--- src/rtl/mix_columns_engine.sv ---
// mix_columns_engine
//   Iterative AES MixColumns / InvMixColumns engine. A 128-bit state is
//   captured on accept, transformed COLS_PER_CYCLE columns per cycle in
//   place, then presented on out_state until the downstream handshake.
//
// Parameters
//   COLS_PER_CYCLE : columns transformed per cycle (1, 2 or 4)
//
// Ports
//   clk        : clock, rising edge
//   rst        : synchronous active-high reset
//   in_valid   : input block offered
//   in_ready   : engine idle and able to accept
//   in_state   : AES state, column i = bits i*32..i*32+31, row j = byte j
//   inverse    : 0 = MixColumns, 1 = InvMixColumns
//   bypass     : (only with MIXCOL_BYPASS_EN) pass block through unchanged
//   out_valid  : result available
//   out_ready  : downstream accepts result
//   out_state  : result, same layout as in_state
//
// Optional feature macro: MIXCOL_BYPASS_EN
module mix_columns_engine #(
    parameter int COLS_PER_CYCLE = 1
) (
    input  logic         clk,
    input  logic         rst,
    input  logic         in_valid,
    output logic         in_ready,
    input  logic [0:127] in_state,
    input  logic         inverse,
`ifdef MIXCOL_BYPASS_EN
    input  logic         bypass,
`endif
    output logic         out_valid,
    input  logic         out_ready,
    output logic [0:127] out_state
);

    if (COLS_PER_CYCLE != 1 && COLS_PER_CYCLE != 2 && COLS_PER_CYCLE != 4) begin : g_bad_cfg
        $error("mix_columns_engine: COLS_PER_CYCLE must be 1, 2 or 4");
    end

    // Counter value at the start of the cycle that handles column 3.
    localparam logic [2:0] LAST_CNT = 3'(4 - COLS_PER_CYCLE);

    typedef enum logic [1:0] {IDLE, BUSY, DONE} state_e;

    state_e       state_q, state_d;
    logic [1:0]   cnt_q, cnt_d;
    logic [0:127] data_q, data_d;
    logic         inv_q, inv_d;
    logic         out_valid_q, out_valid_d;
    logic [0:127] out_state_q, out_state_d;
    logic         xform;

`ifdef MIXCOL_BYPASS_EN
    logic         byp_q, byp_d;
    assign xform = ~byp_q;
`else
    assign xform = 1'b1;
`endif

    function automatic logic [7:0] xt(input logic [7:0] b);
        return {b[6:0], 1'b0} ^ (b[7] ? 8'h1b : 8'h00);
    endfunction

    // One column; byte 0 (row 0) sits in bits [31:24].
    function automatic logic [31:0] mix_col(input logic [31:0] c, input logic inv);
        logic [7:0] s [4];
        logic [7:0] m2[4], m3[4], m4[4], m8[4], m9[4], mb[4], md[4], me[4];
        logic [31:0] r;
        for (int j = 0; j < 4; j++) begin
            s[j]  = c[31-8*j -: 8];
            m2[j] = xt(s[j]);
            m4[j] = xt(m2[j]);
            m8[j] = xt(m4[j]);
            m3[j] = m2[j] ^ s[j];
            m9[j] = m8[j] ^ s[j];
            mb[j] = m8[j] ^ m2[j] ^ s[j];
            md[j] = m8[j] ^ m4[j] ^ s[j];
            me[j] = m8[j] ^ m4[j] ^ m2[j];
        end
        r = '0;
        for (int j = 0; j < 4; j++) begin
            if (inv)
                r[31-8*j -: 8] = me[j] ^ mb[2'(j+1)] ^ md[2'(j+2)] ^ m9[2'(j+3)];
            else
                r[31-8*j -: 8] = m2[j] ^ m3[2'(j+1)] ^ s[2'(j+2)] ^ s[2'(j+3)];
        end
        return r;
    endfunction

    always_comb begin
        state_d     = state_q;
        cnt_d       = cnt_q;
        data_d      = data_q;
        inv_d       = inv_q;
        out_valid_d = out_valid_q;
        out_state_d = out_state_q;
`ifdef MIXCOL_BYPASS_EN
        byp_d       = byp_q;
`endif
        unique case (state_q)
            IDLE: begin
                if (in_valid) begin
                    state_d = BUSY;
                    cnt_d   = 2'd0;
                    data_d  = in_state;
                    inv_d   = inverse;
`ifdef MIXCOL_BYPASS_EN
                    byp_d   = bypass;
`endif
                end
            end
            BUSY: begin
                for (int k = 0; k < COLS_PER_CYCLE; k++) begin
                    if (xform)
                        data_d[(int'(cnt_q) + k) * 32 +: 32] =
                            mix_col(data_q[(int'(cnt_q) + k) * 32 +: 32], inv_q);
                end
                cnt_d = cnt_q + 2'(COLS_PER_CYCLE);
                if ({1'b0, cnt_q} == LAST_CNT) begin
                    state_d     = DONE;
                    out_valid_d = 1'b1;
                    out_state_d = data_d;
                end
            end
            DONE: begin
                if (out_ready) begin
                    state_d     = IDLE;
                    out_valid_d = 1'b0;
                end
            end
            default: state_d = IDLE;
        endcase
    end

    always_ff @(posedge clk) begin
        if (rst) begin
            state_q     <= IDLE;
            cnt_q       <= '0;
            data_q      <= '0;
            inv_q       <= 1'b0;
            out_valid_q <= 1'b0;
            out_state_q <= '0;
`ifdef MIXCOL_BYPASS_EN
            byp_q       <= 1'b0;
`endif
        end else begin
            state_q     <= state_d;
            cnt_q       <= cnt_d;
            data_q      <= data_d;
            inv_q       <= inv_d;
            out_valid_q <= out_valid_d;
            out_state_q <= out_state_d;
`ifdef MIXCOL_BYPASS_EN
            byp_q       <= byp_d;
`endif
        end
    end

    // Held low during reset so nothing is offered an accept that reset discards.
    assign in_ready  = (state_q == IDLE) && !rst;
    assign out_valid = out_valid_q;
    assign out_state = out_state_q;

endmodule

--- config.mk ---
export PLATFORM = sky130hd
export DESIGN_NAME = mix_columns_engine
export DESIGN_NICKNAME = d
export VERILOG_FILES = /design/src/rtl/mix_columns_engine.sv
export SDC_FILE = /design/constraint.sdc
export NUM_CORES = 1
export LEC_CHECK = 0
export CAP_MARGIN = 20
export CORE_MARGIN = 1.5
export CORE_UTILIZATION = 42
export DETAILED_ROUTE_END_ITERATION = 10
export HOLD_SLACK_MARGIN = 0.12
export MAX_ROUTING_LAYER = met4
export PLACE_DENSITY = 0.75
export REMOVE_ABC_BUFFERS = 1
export SETUP_SLACK_MARGIN = 0.02
export SLEW_MARGIN = 20
export SYNTH_ARGS = -nofsm -noshare
export SYNTH_HDL_FRONTEND = slang
export SYNTH_SLANG_ARGS = --single-unit
--- constraint.sdc ---
create_clock -name clk -period 1.65 [get_ports clk]
set_clock_uncertainty 0.05 [all_clocks]
set_input_delay 0.2475 -clock clk [delete_from_list [all_inputs] [get_ports clk]]
set_output_delay 0.2475 -clock clk [all_outputs]
set_load 0.05 [all_outputs]
# Word-level counts from Yosys, hierarchy flattened
# Index checks and enable logic that the tools add are counted.
# classes
add_sub_neg	2
n_mux	12
shift	2
n_eq_ne	6
n_reduce_logical	9
bitwise	1
# op_table
operator	count
128-bit one-hot mux with 2 select lines	1
129-bit by 33-bit variable shift with 128-bit output (first input constant)	1
128-bit bitwise mux	1
128-bit 2-to-1 mux	1
1-bit by 33-bit variable part select with 128-bit output (first input constant)	1
32-bit negation with 33-bit output	1
7-bit NOT with 32-bit output	1
2-bit 2-to-1 mux	4
2-bit != test (second input constant)	3
2-bit one-hot mux with 3 select lines	1
3-bit AND reduction	2
2-bit equality test (second input constant)	2
2-bit one-hot mux with 2 select lines	1
2-bit AND reduction	2
2-bit nonzero test	2
2-bit by 1-bit adder with 2-bit output (second input constant)	1
2-bit by 1-bit equality test with 1-bit output (second input constant)	1
2-bit logical NOT	1
1-bit 2-to-1 mux	2
1-bit one-hot mux with 2 select lines	1
1-bit logical AND	1
1-bit logical NOT	1
# word_totals
ff_bits	261
in_bits	133
output_inout_bits	130

# Depth between registers and ports, before layout
# depth
word_depth	5
mapped_depth	7
ltp_nobuf	5

# Worst setup path after synthesis
# Ideal clock, no wire load.
# synth_path
kind	register to register
from	reg state_q[1]
to	reg data_q[55] (netlist name)
required_ns	1.541
path_buffers	3
setup_time_ns	0.059
slack_ns	0.020
period_less_slack_ns	1.630
t_arrival_ns	1.521
stages_incl_launch_ff	7
cell_sequence	dfxtp_1 buf_6 nor3_4 and2_1 buf_4 buf_2 a22o_1
# synth_via
elab_chain_len	3
elab_cells_between_ends	6
# synth_rtl
item	line	source
from (decl)	48	state_e state_q, state_d;
from (signal assigned)	150	state_q <= state_d;
2-bit by 1-bit equality test with 1-bit output or 2-bit logical NOT (tied branches)	-	
2-bit nonzero test (no line) or 2-bit != test (tied branches)	-	
2-bit AND reduction (no line)	-	
to (signal assigned)	152	data_q <= data_d;
to (decl)	50	logic [0:127] data_q, data_d;
# Parallel ways exist; a longest one is shown, timed or not.
# A chain may end at the register's enable or synchronous reset.

# Worst setup path after layout
# layout_path
from	reg cnt_q[0]
to	reg data_q[72] (netlist name)
# layout_via
elab_chain_len	5
elab_cells_between_ends	6
# layout_rtl
item	line	source
from (decl)	49	logic [1:0] cnt_q, cnt_d;
from (signal assigned)	151	cnt_q <= cnt_d;
7-bit NOT with 32-bit output (not written as such) (*)	118	data_d[(int'(cnt_q) + k) * 32 +: 32] =
32-bit negation with 33-bit output (*)	118	
129-bit by 33-bit variable shift with 128-bit output or 1-bit by 33-bit variable part select with 128-bit output (tied branches)	118	
128-bit bitwise mux (*)	118	
128-bit one-hot mux with 2 select lines (*)	103	unique case (state_q)
# Mark *: on every way between the ends. The rest lies on a longest branch, timed or not.

==> results.md <==
* Critical Path Sink Type: flop
* Cell Area, Synth at ~0.009 mm2
* Overflow after GRT at 0
* Async set or reset register ratio after synthesis at 0%
* Final min period at 1.57 ns
* RSZ-0062 raised after global routing: true
* Setup TNS at 0 ns
* Max incr delay on CP at 0.36 ns
* H-Tree Depth at 1
* Total number of vias at roughly 7.6k
* Number of global-route vias before repair at roughly 7k
* Buffering stage count on the worst path with inverters included at 2
* Core area at between 0.02 and 0.025 mm2
* Slew Limit Fails at 0
* Final GP Congestion at 0.739
* Dominant synthesized flop cell: dfxtp_1
* CTS clk-pin slew, worst paths at 0.06 ns
* Pleak at 0.00488 uW
* Clock root buffer: clkbuf_16
* Ports at around 260
* CP top delay family: compound AO/OA/AOI/OAI gates
* Die area at between 0.02 and 0.025 mm2
* Final HPWL DP at around 14,000 um
* # rows at 53
* Final Hold Fails at 0
* Remaining DRCs at 0
* EDFF count, synth at 0
* Period utilisation layout at 95.0%
* Yosys reg bits at around 230
* # diodes at 0
* Worst hold path startpoint: rst
* Power per Cell Area at 1020 mW/mm2
* Setup CP Type: reg2reg
* Worst Setup SP: cnt_q[0]
* Total wire length at around 24,000 um
* Critical Path Fanout Max at 30
* ANT nets after route at 0
* Status: completed
* Synth cell types at 33
* Worst Max-Slew Pin Slew at about 0.35 ns
* Cells after Synth at between 900 and 1k
* Layout cell share with drive strength beyond 1 at between 20% and 30%
* Worst r2r path cells at 6
* Util after Layout at between 50% and 60%
* Iteration-0 DRC Markers at 379
* Relative slew slack at about three quarters
* Initial antenna violation count at 0
* Final setup viols at 0
* Reg2reg end: data_q[72]
* Slowest-stage cell, CP: dfxtp_4
* Max cap viols at 0
* IO Port Bufs at approximately 230
* CTS Sinks at approximately 230
* Layout area overhead at 37.8%
* Latest clock arrival within the worst-skew pair at between 0.5 and 0.6 ns
* Peak Freq at 0.638 GHz
* VDD IR max at slightly below 500 uV
* Hold Path Class: in2reg
* Initial Util at a little over two fifths
* Hold EP: out_state[75]
* CTS tree: yes
* Setup crit start kind: flop
* Part of the Yosys area used for sequential elements at approximately half
* Worst r2r src: cnt_q[0]
* Largest net degree at the start of global routing at 57
* Die W at roughly 150 um
* Final net count at approximately 1.3k
* Worst EP required at 2.03 ns
* Hold path cells at 3
* Die H at 149 um
* Total global routing track utilization at 20.5%
* DRT Pass-1 Iters at 4
* Routed vias/inst at ~5.2
* First-pass GRT wire length at roughly 36,000 um
* Reg-to-reg setup timing slack at just over 0.08 ns
* Inserted Clock Buffers at 24
* CP cell instances: inv_1 -> ha_2 -> buf_12 -> nand2b_1 -> a22o_1 -> a211oi_1
* Max clock buf depth at 3
* Critical Path AT at 1.94 ns
* Per-cell routed wire length at 16.2 um
* Synthesis Warnings at 0
* Synthesized area per cell at around 9.3 um2
-- metrics by stage --
| stage | cells | instance area, um2 | power, uW | worst slack [ns] | hold WS [ns] |
|---|---|---|---|---|---|
| final | 1467 | 12400 | 12600 | 0.0823 | 0.173 |
| after global routing | 1467 | 12400 | 13100 | -0.00887 | 0.187 |
| after CTS | 1456 | 12100 | 12700 | 0.0363 | 0.164 |
| after detailed placement | 1412 | 11300 | 7180 | -0.0224 | 0.395 |
| after global placement | 1412 | 11300 | 7150 | 0.0384 | 0.390 |
| after floorplan | 871 | 8460 | 6550 | -4.39 | 0.267 |
-- registers in the layout, summed over array words and instances (netlist names) --
signal and count:
out_valid 1, cnt_q 2, data_q 96, state_q 2, out_state 128
-- report_power, final --
part	internal, uW	total (uW)	switching (uW)
logic	689	1260	569
clock network	3300	5470	2170
registers	5730	5830	108
-- Yosys cell counts, types with 12 or more instances --
| cell type | count | area share (%) |
|---|---|---|
| or2_0 | 48 | 3.3 |
| nand2_1 | 96 | 4.0 |
| clkbuf_1 | 29 | 1.2 |
| dfxtp_1 | 229 | 51 |
| a22o_1 | 91 | 8.9 |
| a211oi_1 | 50 | 4.2 |
| nor2_1 | 96 | 4.0 |
| a21oi_1 | 99 | 5.5 |
| buf_4 | 12 | 1.0 |
| and2_1 | 33 | 2.3 |
| nand3b_1 | 48 | 4.0 |
| buf_2 | 29 | 1.6 |
| nand2b_1 | 53 | 3.7 |
| buf_6 | 12 | 1.5 |
-- routing by layer --
layer / global-route usage (%) / wire length, um
met4: 4.46 / 322
met1: 27.4 / 10900
met2: 32.0 / 11000
met3: 4.07 / 1600
met5: - / 0
-- cell usage in the layout (no fill, tap or decap), types with 32 or more instances in the layout --
cell	count
a211oi_1	41
or2_0	48
a21oi_1	97
buf_4	150
and2_1	32
nand2_1	96
nand3b_1	48
a22o_1	91
clkdlybuf4s50_1	97
dfxtp_1	225
nand2b_1	53
nor2_1	96
-- kinds of logic after synthesis --
logic type                 Yosys count  share of synthesized area [%]
AOI/OAI and AO/OA                  252                           20.0
adders and majority gates            5                          0.697
buffers and inverters               93                           5.86
DFF                                229                           51.1
muxes                                3                          0.418
and+or+nand+nor                    379                           21.9
-- worst reg2reg max path, delay by kind of cell, from the launching register on --
| kind | cells | cell delay [ns] |
|---|---|---|
| buffers and inverters | 2 | 0.23 |
| adders and majority gates | 1 | 0.22 |
| AOI/OAI and AO/OA | 2 | 0.46 |
| DFF | 1 | 0.36 |
| and+or+nand+nor | 1 | 0.17 |
-- worst max path at each step --
stage | end | slack, ns | cells after the start
6_report | data_q[72] | 0.08 | 6
5_1_grt | out_state[60] | -0.009 | 6
4_1_cts | data_q[60] | 0.04 | 6
3_5_place_dp | data_q[94] | -0.02 | 6
3_3_place_gp | data_q[84] | 0.04 | 6
2_1_floorplan | out_state[17] | -4.39 | 3
-- cell type report --
type	instances	area, um2
sequential	229	4600
fill	1855	8660
tap	275	344
multi-input combinational	639	3930
inverter	3	11.3
timing repair buffer	278	2670
clock buffer	35	713
clock inverter	8	93.8
-- repair_timing --
action                                  4_1_cts  5_1_grt
endpoints found under the setup margin       57      107
resized for setup                             4       19
gates cloned                                  0        4
endpoints found under the hold margin         1        0
pin swaps                                     1        1
hold buffers                                  1        0
buffers inserted                              0        7
No activity file was read; power rests on OpenSTA's default activity.
